### src/rtl/cpc_bus_timing.sv
// Bus-phase counter, Z80 wait-state generator, CRTC/PSG enable slots and round-robin DMA slot arbiter.
// Latency: phase/io_cnt registered, wait_n/crtc_ce/psg_ce combinational; dma_ack/dma_slot/dma_ch 1 clk after the slot.
// Backpressure: none; requests are level-held until granted. Define CPC_DMA_EN to build the DMA arbiter.
module cpc_bus_timing #(
    parameter int PHASES    = 4,
    parameter int IO_EXTRA  = 0,
    parameter int CHANNELS  = 3,
    parameter int DMA_PHASE = 2
) (
    input  logic                                          clk,
    input  logic                                          reset,
    input  logic                                          ce_4p,
    input  logic                                          ce_4n,
    input  logic                                          mreq_n,
    input  logic                                          iorq_n,
    input  logic                                          m1_n,
    input  logic                                          rfsh_n,
    input  logic                                          no_wait,
    output logic [$clog2(PHASES)-1:0]                     phase,
    output logic                                          wait_n,
    output logic                                          crtc_ce,
    output logic                                          psg_ce,
    input  logic [CHANNELS-1:0]                           dma_req,
    output logic [CHANNELS-1:0]                           dma_ack,
    output logic [((CHANNELS > 1) ? $clog2(CHANNELS) : 1)-1:0] dma_ch,
    output logic                                          dma_slot
);

    localparam int PW = $clog2(PHASES);
    localparam int CW = (CHANNELS > 1) ? $clog2(CHANNELS) : 1;

    localparam logic [PW-1:0] PH_LAST = PW'(PHASES - 1);
    localparam logic [PW-1:0] PH_DMA  = PW'(DMA_PHASE);
    localparam logic [2:0]    IO_SAT  = 3'(IO_EXTRA);

    logic       io_cycle;
    logic [2:0] io_cnt;
    logic       phase_zero;
    logic       phase_last;

    assign phase_zero = (phase == '0);
    assign phase_last = (phase == PH_LAST);

    // INTack (iorq_n & m1_n both low) is treated like a memory cycle.
    assign io_cycle = ~iorq_n & m1_n;

    always_ff @(posedge clk) begin
        if (reset) begin
            phase <= '0;
        end else if (ce_4p) begin
            phase <= phase_last ? '0 : phase + PW'(1);
        end
    end

    always_ff @(posedge clk) begin
        if (reset) begin
            io_cnt <= '0;
        end else if (iorq_n) begin
            io_cnt <= '0;
        end else if (io_cycle && ce_4p && phase_last && (io_cnt != IO_SAT)) begin
            io_cnt <= io_cnt + 3'd1;
        end
    end

    assign wait_n  = no_wait
                   | (mreq_n & iorq_n)
                   | (phase_zero & (~io_cycle | (io_cnt == IO_SAT)));

    assign crtc_ce = ce_4p & phase_zero;
    assign psg_ce  = ce_4n & phase_zero;

`ifdef CPC_DMA_EN
    logic          slot_hit;
    logic [CW-1:0] rr;
    logic          grant_vld;
    logic [CW-1:0] grant_idx;
    logic [CW:0]   cand;
    logic [CW-1:0] rr_next;

    // A slot is a bus-idle or refresh cycle at the configured phase.
    assign slot_hit = ce_4p & (phase == PH_DMA) & (mreq_n | ~rfsh_n);

    always_comb begin
        grant_vld = 1'b0;
        grant_idx = rr;
        cand      = '0;
        for (int k = 0; k < CHANNELS; k++) begin
            cand = {1'b0, rr} + (CW+1)'(k);
            if (cand >= (CW+1)'(CHANNELS)) begin
                cand = cand - (CW+1)'(CHANNELS);
            end
            if (!grant_vld && dma_req[cand[CW-1:0]]) begin
                grant_vld = 1'b1;
                grant_idx = cand[CW-1:0];
            end
        end
    end

    assign rr_next = (grant_idx == CW'(CHANNELS - 1)) ? '0 : grant_idx + CW'(1);

    always_ff @(posedge clk) begin
        if (reset) begin
            rr       <= '0;
            dma_ack  <= '0;
            dma_slot <= 1'b0;
            dma_ch   <= '0;
        end else begin
            dma_ack  <= '0;
            dma_slot <= 1'b0;
            if (slot_hit && grant_vld) begin
                dma_ack  <= CHANNELS'(1) << grant_idx;
                dma_slot <= 1'b1;
                dma_ch   <= grant_idx;
                rr       <= rr_next;
            end
        end
    end
`else
    logic dma_unused;
    assign dma_unused = ^{dma_req, rfsh_n};

    assign dma_ack  = '0;
    assign dma_slot = 1'b0;
    assign dma_ch   = '0;
`endif

endmodule
### config.mk
export PLATFORM = sky130hd
export DESIGN_NAME = cpc_bus_timing
export DESIGN_NICKNAME = d
export VERILOG_FILES = /design/src/rtl/cpc_bus_timing.sv
export SDC_FILE = /design/constraint.sdc
export NUM_CORES = 1
export LEC_CHECK = 0
export CORE_MARGIN = 3
export CORE_UTILIZATION = 25
export CTS_CLUSTER_DIAMETER = 200
export DETAILED_ROUTE_END_ITERATION = 7
export GPL_TIMING_DRIVEN = 0
export PLACE_DENSITY = 0.68
export SYNTH_ARGS = -nofsm -noshare
export SYNTH_HDL_FRONTEND = slang
export SYNTH_SLANG_ARGS = --single-unit
### constraint.sdc
create_clock -name clk -period 1.9 [get_ports clk]
set_input_delay 0.38 -clock clk [delete_from_list [all_inputs] [get_ports clk]]
set_output_delay 0.38 -clock clk [all_outputs]
set_load 0.02 [all_outputs]
Word-level counts from Yosys, hierarchy flattened. Cells that the tools add are included.

Multiplexer cells: 1. Eq/ne operators: 1. Bitwise logic cells: 10. Reduce and logical (&&, ||, !) cells: 7. Add/subtract/negate cells: 2.

Operator list (number): $and A1 B1 Y1 (5); $add A3 B1 Y3 const B (1); $logic_and A1 B1 Y1 (3); $logic_not A3 Y1 (1); $or A1 B1 Y1 (3); $reduce_bool A3 Y1 (1); $add A2 B1 Y2 const B (1); $eq A2 B2 Y1 const B (1); $logic_not A2 Y1 (1); $mux W2 (1); $not A1 Y1 (2); $reduce_or A2 Y1 (1).

Register bits after elaboration: 5.

Depth between registers and ports, before layout.
Depth in word-level cells: 6. Gate-level depth with buffers: 5. Mapped depth without buffers: 5.

Least setup slack after synthesis. No wires, ideal clock.

Path type: reg-to-output. Start: reg phase[0]. End: out wait_n. Arrival time: 1.163 ns. Stages on the path, launching flop included: 4. Setup slack: 0.357 ns. Path buffers: 0. Cell sequence: dfxtp_1 inv_1 ha_1 a221o_2.

Cells in the longest elaborated chain, start to end: 3.

RTL lines: start, declared (line 19) `output logic [$clog2(PHASES)-1:0] phase,`; start signal, assigned (line 51) `phase <= phase_last ? '0 : phase + PW'(1);`; $logic_not A2 Y1 (line 41) `assign phase_zero = (phase == '0);`; $and A1 B1 Y1 (line 67) `| (phase_zero & (~io_cycle | (io_cnt == IO_SAT)));`; $or A1 B1 Y1 (line 67); end, declared (line 20) `output logic wait_n,`.

No other way between the ends.

Final worst setup path.
Start: reg io_cnt[0]. End: out wait_n.

Cells in the longest elaborated chain, start to end: 4.

RTL lines: start, declared (line 37) `logic [2:0] io_cnt;`; start signal, assigned (line 61) `io_cnt <= io_cnt + 3'd1;`; $logic_not A3 Y1 (line 67); $or A1 B1 Y1 (line 67); $and A1 B1 Y1 (line 67); $or A1 B1 Y1 (line 67).

No other way between the ends.

==> impl_metrics.yaml <==
synthesis:
  postSynthAreaPerCell_um2: 8.29
  syn-cell-area_um2: 373
  synth_edf_count: 0
  seq_area_frac_synth_pct: 26.8
  synth_cell_types: 20
  async_reset_ff_share_pct: 0
  syn_inst: 45
  synth_seq_cells: 5
  yosys_most_used_dff: "dfxtp_1"
  ys_warn_count: 0
detailed_routing:
  ant_nets: 0
  wirelength_um: 694
  drt_first_pass_iters: 3
  remaining_drc_errors: 0
  wl_per_cell_um: 8.36
  first_iter_violations: 7
  via_per_inst: 4.08
  vias: 339
floorplanning:
  die_w_um: 44.6
  die_area_um2: 1990
  start_util_pct: 27.6
  die_h_um: 44.6
  core_um2: 1350
  fp-row-count: 13
  ios: 23
cells_and_area:
  drive_above_1_share_pct: 25.0
  n_antenna_cell: 0
  fin_util_pct: 42.2
  final_cells: 83
  final_common_cell: "buf_4"
  layout_common_cells: "buf_4, clkdlybuf4s50_1, conb_1, inv_1, nand2_1"
  layout.nets: 85
  syn_to_final_growth_pct: 52.7
critical_path:
  worstRegToRegCells: 4
  arrival_ns: 1.44
  crit_required_ns: 1.52
  startpoint_type: "register"
  worstSetupEndpointType: "output pin"
  crit_fanout: 3
  crit_type: "reg2out"
sta:
  rsz0062_at_grt: "no"
  whs_ns: 0.465
  setup_viol: 0
  fmax_ghz: 0.549
  finalCritPeriodShare_pct: 95.8
  final_hold_viol_count: 0
  period_minus_slack_ns: 1.82
  finalMaxSlewViolations: 0
  skew_ns: 0.00105
global_routing:
  antenna_found_initial: 0
  grt_max_degree: 7
  grt_pass1_vias: 257
  grt_util_all_layers_pct: 7.44
  grt_pass1_wl_mm: 1.04
  grt_overflow_total: 0
clock_tree:
  hold_buffers: 0
  clkTransAtPathRegs_ns: 0.04
  cts_tree: "done"
  clkLatencyLatePin_ns: 0.24
  htree_levels: 1
  tritoncts.num_buffers: 3
  ctsRootBufferMaster: "clkbuf_4"
  cts.sinks: 5
  cts_buffer_depth: 2
placement:
  placed_cells: 77
  io_buffers: 12
  gp_congestion: 0.736
pwr:
  power_density_nw_per_um2: 560
  p_sw_share_pct: 27.7
  switchingPower_uw: 88.3
  ir_worst_vdd_uv: 278
  p_leak_uw: 0.000285
  p_total_uw: 319
  p_clk_share_pct: 38.5
  combPwrFrac_pct: 26.3
  cellInternalPower_uw: 231
  power_frac_seq_pct: 35.2
worst_hold_path:
  hp-class: "reg2reg"
  hold_depth: 2
outcome:
  status: "finished, final reports clean"
flow_run:
  maxCapViolCount: 0
-- layer usage --
metal	share of wire (%)	up-vias	global-route usage, %
li1	-	182	-
met1	41	138	7.99
met2	38	17	10.0
met3	17	2	5.28
met4	2.9	0	5.42
met5	0	-	0
-- Yosys cell counts, types with 2 or more instances --
cell / n / area (um2)
buf_4: 6 / 45.0
dfxtp_1: 5 / 100
inv_1: 5 / 18.8
nand2_1: 5 / 18.8
ha_1: 4 / 50.1
mux2i_1: 3 / 30.0
nor2_1: 3 / 11.3
and2_1: 2 / 12.5
-- flip-flops by register name, summed over array words and instances (netlist names) --
signal  count
io_cnt      3
phase       2
-- worst max-delay path, stage by stage (launching register included) --
cell	delay, ns
dfxtp_2	0.33
inv_1	0.06
ha_2	0.18
nand2b_1	0.09
nand2_1	0.06
a221o_2	0.32
buf_4	0.16
-- through the flow --
step                worst slack (ns)  TNS, ns  cell area, um2
global route                  0.0168        0             569
finish                        0.0799        0             569
global placement              -0.469   -0.663             531
detailed placement            -0.460   -0.653             531
CTS                           0.0133        0             547
floorplan                      0.357        0             392
-- logic make-up (layout without fill, tap and decap cells) --
| family | Yosys count | after routing | share of synthesized area [%] |
|---|---|---|---|
| adder cells (fa/ha/maj) | 4 | 4 | 13.4 |
| AO/OA/AOI/OAI | 4 | 4 | 7.72 |
| AND/OR/NAND/NOR | 17 | 17 | 25.8 |
| flip-flops | 5 | 5 | 26.8 |
| other | 1 | 6 | 1.01 |
| buffers and inverters | 11 | 29 | 17.1 |
| multiplexers | 3 | 3 | 8.05 |
-- power by group through the flow --
stage	Clock, uW	Sequential [uW]	Combinational [uW]
floorplan	0	118	47.8
global placement	0	114	88.8
detailed placement	0	114	89.3
CTS	128	112	83.5
global route	131	113	90.7
finish	123	112	84.0
-- what timing repair did --
item / in CTS / in global routing
setup buffers: 0 / 2
gates resized for setup: 8 / 4
endpoints found under the setup margin: 3 / 1
-- worst paths after layout --
check	from	endpoint	slack (ns)
max	io_cnt[0]$_SDFFE_PP0P_	wait_n	0.08
min	io_cnt[0]$_SDFFE_PP0P_	io_cnt[0]$_SDFFE_PP0P_	0.47
max reg2reg	phase[0]$_SDFFE_PP0P_	io_cnt[2]$_SDFFE_PP0P_	0.58
min reg2reg	io_cnt[0]$_SDFFE_PP0P_	io_cnt[0]$_SDFFE_PP0P_	0.47
-- area by class of cell --
class / instances / area [um2]
plain buffers: 6 / 45.0
well taps: 15 / 18.8
clock buffers: 4 / 26.3
inverters: 5 / 18.8
repair buffers: 14 / 128
fillers: 147 / 781
multi-input cells: 34 / 230
flip-flops and latches: 5 / 103
Power figures use the tool's default switching activity.
==> variant 1: new RTL, same flow settings <==
Set the parameter `PHASES` to 2 (it was 4).
--- a/src/rtl/cpc_bus_timing.sv
+++ b/src/rtl/cpc_bus_timing.sv
@@ -4,3 +4,3 @@
 module cpc_bus_timing #(
-    parameter int PHASES    = 4,
+    parameter int PHASES    = 2,
     parameter int IO_EXTRA  = 0,
Interface: changed (resized phase); port bits go from 23 to 22. The function was not compared with the original's and may differ.
==> variant 1 against the unedited design <==
Total power shrank 18%. Wire length shrank 12%. Sequential share of layout area shrank 1.3 points. Global-route usage grew 0.56 points. Non-clock buffer count shrank 3. Worst setup slack gained 3.1 ps. Final area shrank 16%. Synthesized cell count shrank 16%. Synthesized area shrank 16%. Critical path depth shrank 1. Sequential cell count shrank 1. Clock power shrank 19%. Worst hold slack gained 36 ps. Clock skew grew 0.56 ps. Critical endpoint unchanged. Largest cell class unchanged. Highest routed layer is now met3.
==> variant 1: results (changes against the unedited design) <==
[status]
status=finished, final reports clean

[setup_path]
critPathMaxFanout=5  ; +2
r2r-end=io_cnt[1]
r2r_cells=5  ; +1
worst_r2r_startpoint=io_cnt[0]
ff2ff_setup_slack_ps=460  ; -120 ps

[placed_design]
gp_congestion=0.688  ; -6.6%
place.port_buffers=11  ; -1
place_area_um2=460  ; -13%

[routing]
wl_per_cell_um=8.59  ; +2.8%
drt_pass1_iterations=2  ; -1
drtIter0Drc=1  ; -6
vias_per_cell=4.10  ; +0.35%

[synth]
synth_flop_cell=dfxtp_1
synth_warnings=0  ; unchanged
synth.distinct_cells=23  ; +15%
synth_area_leaders=dfxtp_1 25%, buf_4 14%, ha_1 8.0%
synth-seq-area-share=0.255  ; -0.0135
ys_top_cells_by_count=6 x buf_4, 4 x dfxtp_1, 3 x nor2_1
postSynth.asyncResetShare=0  ; unchanged

[global_routing]
grt_pass1_vias=280  ; +8.9%
grt_pass1_wl_um=1090  ; +4.7%
grt_max_degree=9  ; +2
antenna_found_initial=0  ; unchanged
grt.total_usage=0.0800  ; +0.00556

[min_path]
min_path_type=flop to flop
min_to=io_cnt[2]
hold_path_depth=2  ; unchanged
hp-start=io_cnt[2]

[clock_network]
cts_root_buf=clkbuf_4
ctsResizeCount=7  ; -1
cts.reportedPaths.clkPinSlew_ps=40  ; about the same
postCtsSetupBuffers=0  ; unchanged
numCtsBuffers=3  ; unchanged
insertion_delay_ps=230
htree_levels=1  ; unchanged
clk_path_buf_depth=2  ; unchanged

[pwr]
p_int_mw=0.195  ; -16%
p_leak_nw=0.227  ; -20%
vdd_drop_max_mv=0.287  ; +3.3%

[cells_and_area]
drive_gt1_frac=0.211  ; -0.0395
layout.nets=73  ; -14%
n_fill_cell=123  ; -16%
reg.largest.list=io_cnt x3, phase x1
diodes=0  ; unchanged

[sta]
whs_ps=502  ; +36.4 ps
skew_ps=1.61  ; +0.560 ps

==> variant 1: power by group through the flow <==
stage / registers (mW) / clock network (mW) / logic (mW)
detailed placement: 0.0922 / 0 / 0.0766
finish: 0.0909 / 0.0995 / 0.0726
CTS: 0.0909 / 0.106 / 0.0728
floorplan: 0.0942 / 0 / 0.0409
global placement: 0.0921 / 0 / 0.0760
global route: 0.0913 / 0.109 / 0.0781
==> variant 1: logic make-up after synthesis <==
group           after synthesis  synth area share
fa+ha+maj                     2            0.0797
flops                         4             0.255
xor+xnor                      1            0.0279
buf+inv                       8             0.167
simple gates                 14             0.279
other cells                   1            0.0119
compound gates                8             0.179
==> variant 1: metrics by stage <==
| stage | TNS (ps) | std cells | util | setup WS, ps | total power [mW] |
|---|---|---|---|---|---|
| finish | 0 | 71 | 0.419 | 83.0 | 0.263 |
| global route | 0 | 71 | 0.419 | 22.6 | 0.278 |
| detailed placement | -573 | 68 | 0.404 | -377 | 0.169 |
| floorplan | 0 | 43 | - | 250 | 0.135 |
| global placement | -552 | 68 | 0.404 | -375 | 0.168 |
| CTS | 0 | 71 | 0.417 | 71.0 | 0.270 |
==> variant 1: cell type report <==
| cell class | count | area (µm²) | area share |
|---|---|---|---|
| buffer | 6 | 45.0 | 0.0942 |
| clock buffer | 3 | 22.5 | 0.0471 |
| inverter | 2 | 7.51 | 0.0157 |
| multi-input combinational | 31 | 203 | 0.424 |
| sequential | 4 | 80.1 | 0.168 |
| tap | 14 | 17.5 | 0.0366 |
| timing repair buffer | 11 | 103 | 0.215 |
==> variant 1: routing by layer <==
| layer | routed length (µm) | track usage |
|---|---|---|
| met1 | 273 | 0.0911 |
| met2 | 274 | 0.111 |
| met3 | 61 | 0.0303 |
| met4 | 0 | 0.0769 |
| met5 | 0 | 0 |
==> variant 1: worst max path at each step <==
stage	from	end	cells past startpoint
after global placement	iorq_n	wait_n	5
after detailed placement	iorq_n	wait_n	5
after floorplan	io_cnt[0]	wait_n	5
final	iorq_n	wait_n	5
after CTS	iorq_n	wait_n	5
after global routing	iorq_n	wait_n	5
==> variant 1: critical path, cell delays in order <==
cell             delay [ps]
clkdlybuf4s50_1         530
nand2b_4                170
nor2_1                   60
o21ai_0                 120
buf_2                   180
==> variant 2: new RTL, same flow settings <==
Made on the original files. The option `CPC_DMA_EN` is turned on by a define.
--- a/src/rtl/cpc_bus_timing.sv
+++ b/src/rtl/cpc_bus_timing.sv
@@ -3,2 +3,4 @@
 // Backpressure: none; requests are level-held until granted. Define CPC_DMA_EN to build the DMA arbiter.
+`define CPC_DMA_EN
+
 module cpc_bus_timing #(
Check against the original RTL: not equivalent (Yosys sat finds a counterexample within 4 cycles, from zero or initial values and one cycle with reset high).
==> variant 2 against the unedited design <==
The flow now finishes with violations (setup timing). Sequential cell count rose by 8. Final area rose to 2.5 times the old value. Global-route usage up 4.6 points. Count of clock-buffer cells in the layout unchanged. Sequential power grew to 2.5 times the old value. Core utilization grew 0.32 points. Total power up 110%. Wire length grew to 3.5 times the old value. Synthesized area grew 140%. First-iteration DRC count increased to 6.4 times the old value. Synthesized cell count rose by 130%. Combinational power rose to 2.5 times the old value. Worst setup slack worse by 190 ps. Largest cell class unchanged.
==> variant 2: results (changes against the unedited design) <==
[synth]
synth-seq-area-share=0.292  ; +0.0233
synth.distinct_cells=33  ; +65%
synth_seq_cells=13  ; +8
syn_inst=104  ; +130%
synth_area_leaders=dfxtp_1 29%, ha_1 13%, mux2i_1 6.7%
ys_top_cells_by_count=13 x dfxtp_1, 11 x inv_1, 10 x nor2_1

[setup_path]
max_stage_delay_ps=370  ; +40 ps
r2r-end=dma_ch[0]
r2r_cells=8  ; +4
worst_r2r_startpoint=rr[0]
worstPathArrival_ps=2230  ; +790 ps
ff2ff_setup_slack_ps=-110  ; -690 ps
critPathMaxFanout=4  ; +1

[cells_and_area]
multi_input_area_share=0.496  ; +0.0917
buffer_area_frac=0.228  ; -0.0748
n_fill_cell=334  ; +130%
nNonClkBuffers=36  ; +80%
seqCellArea_um2=269  ; +160%
multi_input_cells=77  ; +130%
drive_gt1_frac=0.340  ; +0.0904
layout.nets=163  ; +92%
num-nonclk-inverters=11  ; +6

[sta]
finalSetupViolCount=5  ; +5
finalSetupTns_ps=-306  ; -306 ps
skew_ps=4.18  ; +3.13 ps
finalWorstSetupSlack_ps=-109  ; -189 ps

[pwr]
vdd_drop_max_mv=0.237  ; -15%

[global_routing]
grt_pass1_wl_um=4100  ; +290%
use_met2=0.202  ; +0.101
grt.total_usage=0.120  ; +0.0456
grt_use_met1=0.137  ; +0.0567
grtUsageMet3=0.0410  ; -0.0118
grt_pass1_vias=917  ; +260%
grt_max_degree=11  ; +4

[min_path]
min_path_type=input pin to flop

[routing]
drtIter0Drc=45  ; +38
routed_wl_um=2460  ; +250%
wl_met3_um=125  ; +5.0%
vias_per_cell=4.75  ; +16%
route.met2.wl_um=1220  ; +360%
wl_met1_um=1040  ; +260%

[status]
status=finished, violations left
violations=setup timing

[placed_design]
detailedPlace.worstSlack_ps=-336  ; +123 ps
dp_cells=171  ; +120%
gp_congestion=0.845  ; +15%
place.port_buffers=21  ; +9
place_area_um2=1180  ; +120%

[clock_network]
cts.reportedPaths.clkPinSlew_ps=80  ; +40 ps
insertion_delay_ps=280  ; +40 ps

==> variant 2: cell count changes after synthesis, sizes merged, moves of 3 or more <==
cell	unedited run	this run
inv	5	11
dfxtp	5	13
buf	6	2
nor3	0	4
nor2b	0	3
o22ai	0	3
ha	4	9
mux2i	3	6
nor2	3	10
==> variant 2: power breakdown <==
group | switching, mW | internal [mW] | total [mW]
Clock | 0.0902 | 0.0815 | 0.172
Combinational | 0.105 | 0.106 | 0.211
Sequential | 0.00585 | 0.278 | 0.284
Total | 0.201 | 0.465 | 0.666
==> variant 2: worst max-delay path, delay by kind of cell, from the launching register on <==
| family | cells | cell delay, ps |
|---|---|---|
| muxes | 1 | 180 |
| DFF | 1 | 360 |
| AOI/OAI and AO/OA | 4 | 1090 |
| buffers and inverters | 2 | 160 |
| adders and majority gates | 1 | 160 |
==> variant 2: logic make-up (layout without fill, tap and decap cells) <==
| kind of cell | after synthesis | in the layout | share of synthesized area |
|---|---|---|---|
| fa+ha+maj | 9 | 9 | 0.126 |
| simple gates | 30 | 30 | 0.159 |
| mux | 6 | 6 | 0.0673 |
| buf+inv | 14 | 51 | 0.0771 |
| xor+xnor | 2 | 2 | 0.0196 |
| compound gates | 30 | 30 | 0.259 |
| flops | 13 | 13 | 0.292 |
==> variant 2: worst min-delay path by stage <==
stage / start / to / slack [ps] / cells past startpoint
floorplan: iorq_n / io_cnt[0] / 460 / 1
global placement: dma_ch[0] / dma_ch[0] / 470 / 2
detailed placement: dma_ch[0] / dma_ch[0] / 470 / 2
CTS: reset / phase[1] / 300 / 2
global route: reset / dma_ch[0] / 290 / 2
finish: reset / dma_ch[0] / 300 / 2
==> variant 2: repair_timing <==
action	4_1_cts	5_1_grt
hold buffers	0	0
resized for setup	27	18
endpoints found under the setup margin	10	10
buffers inserted	10	4
pin swaps	9	10
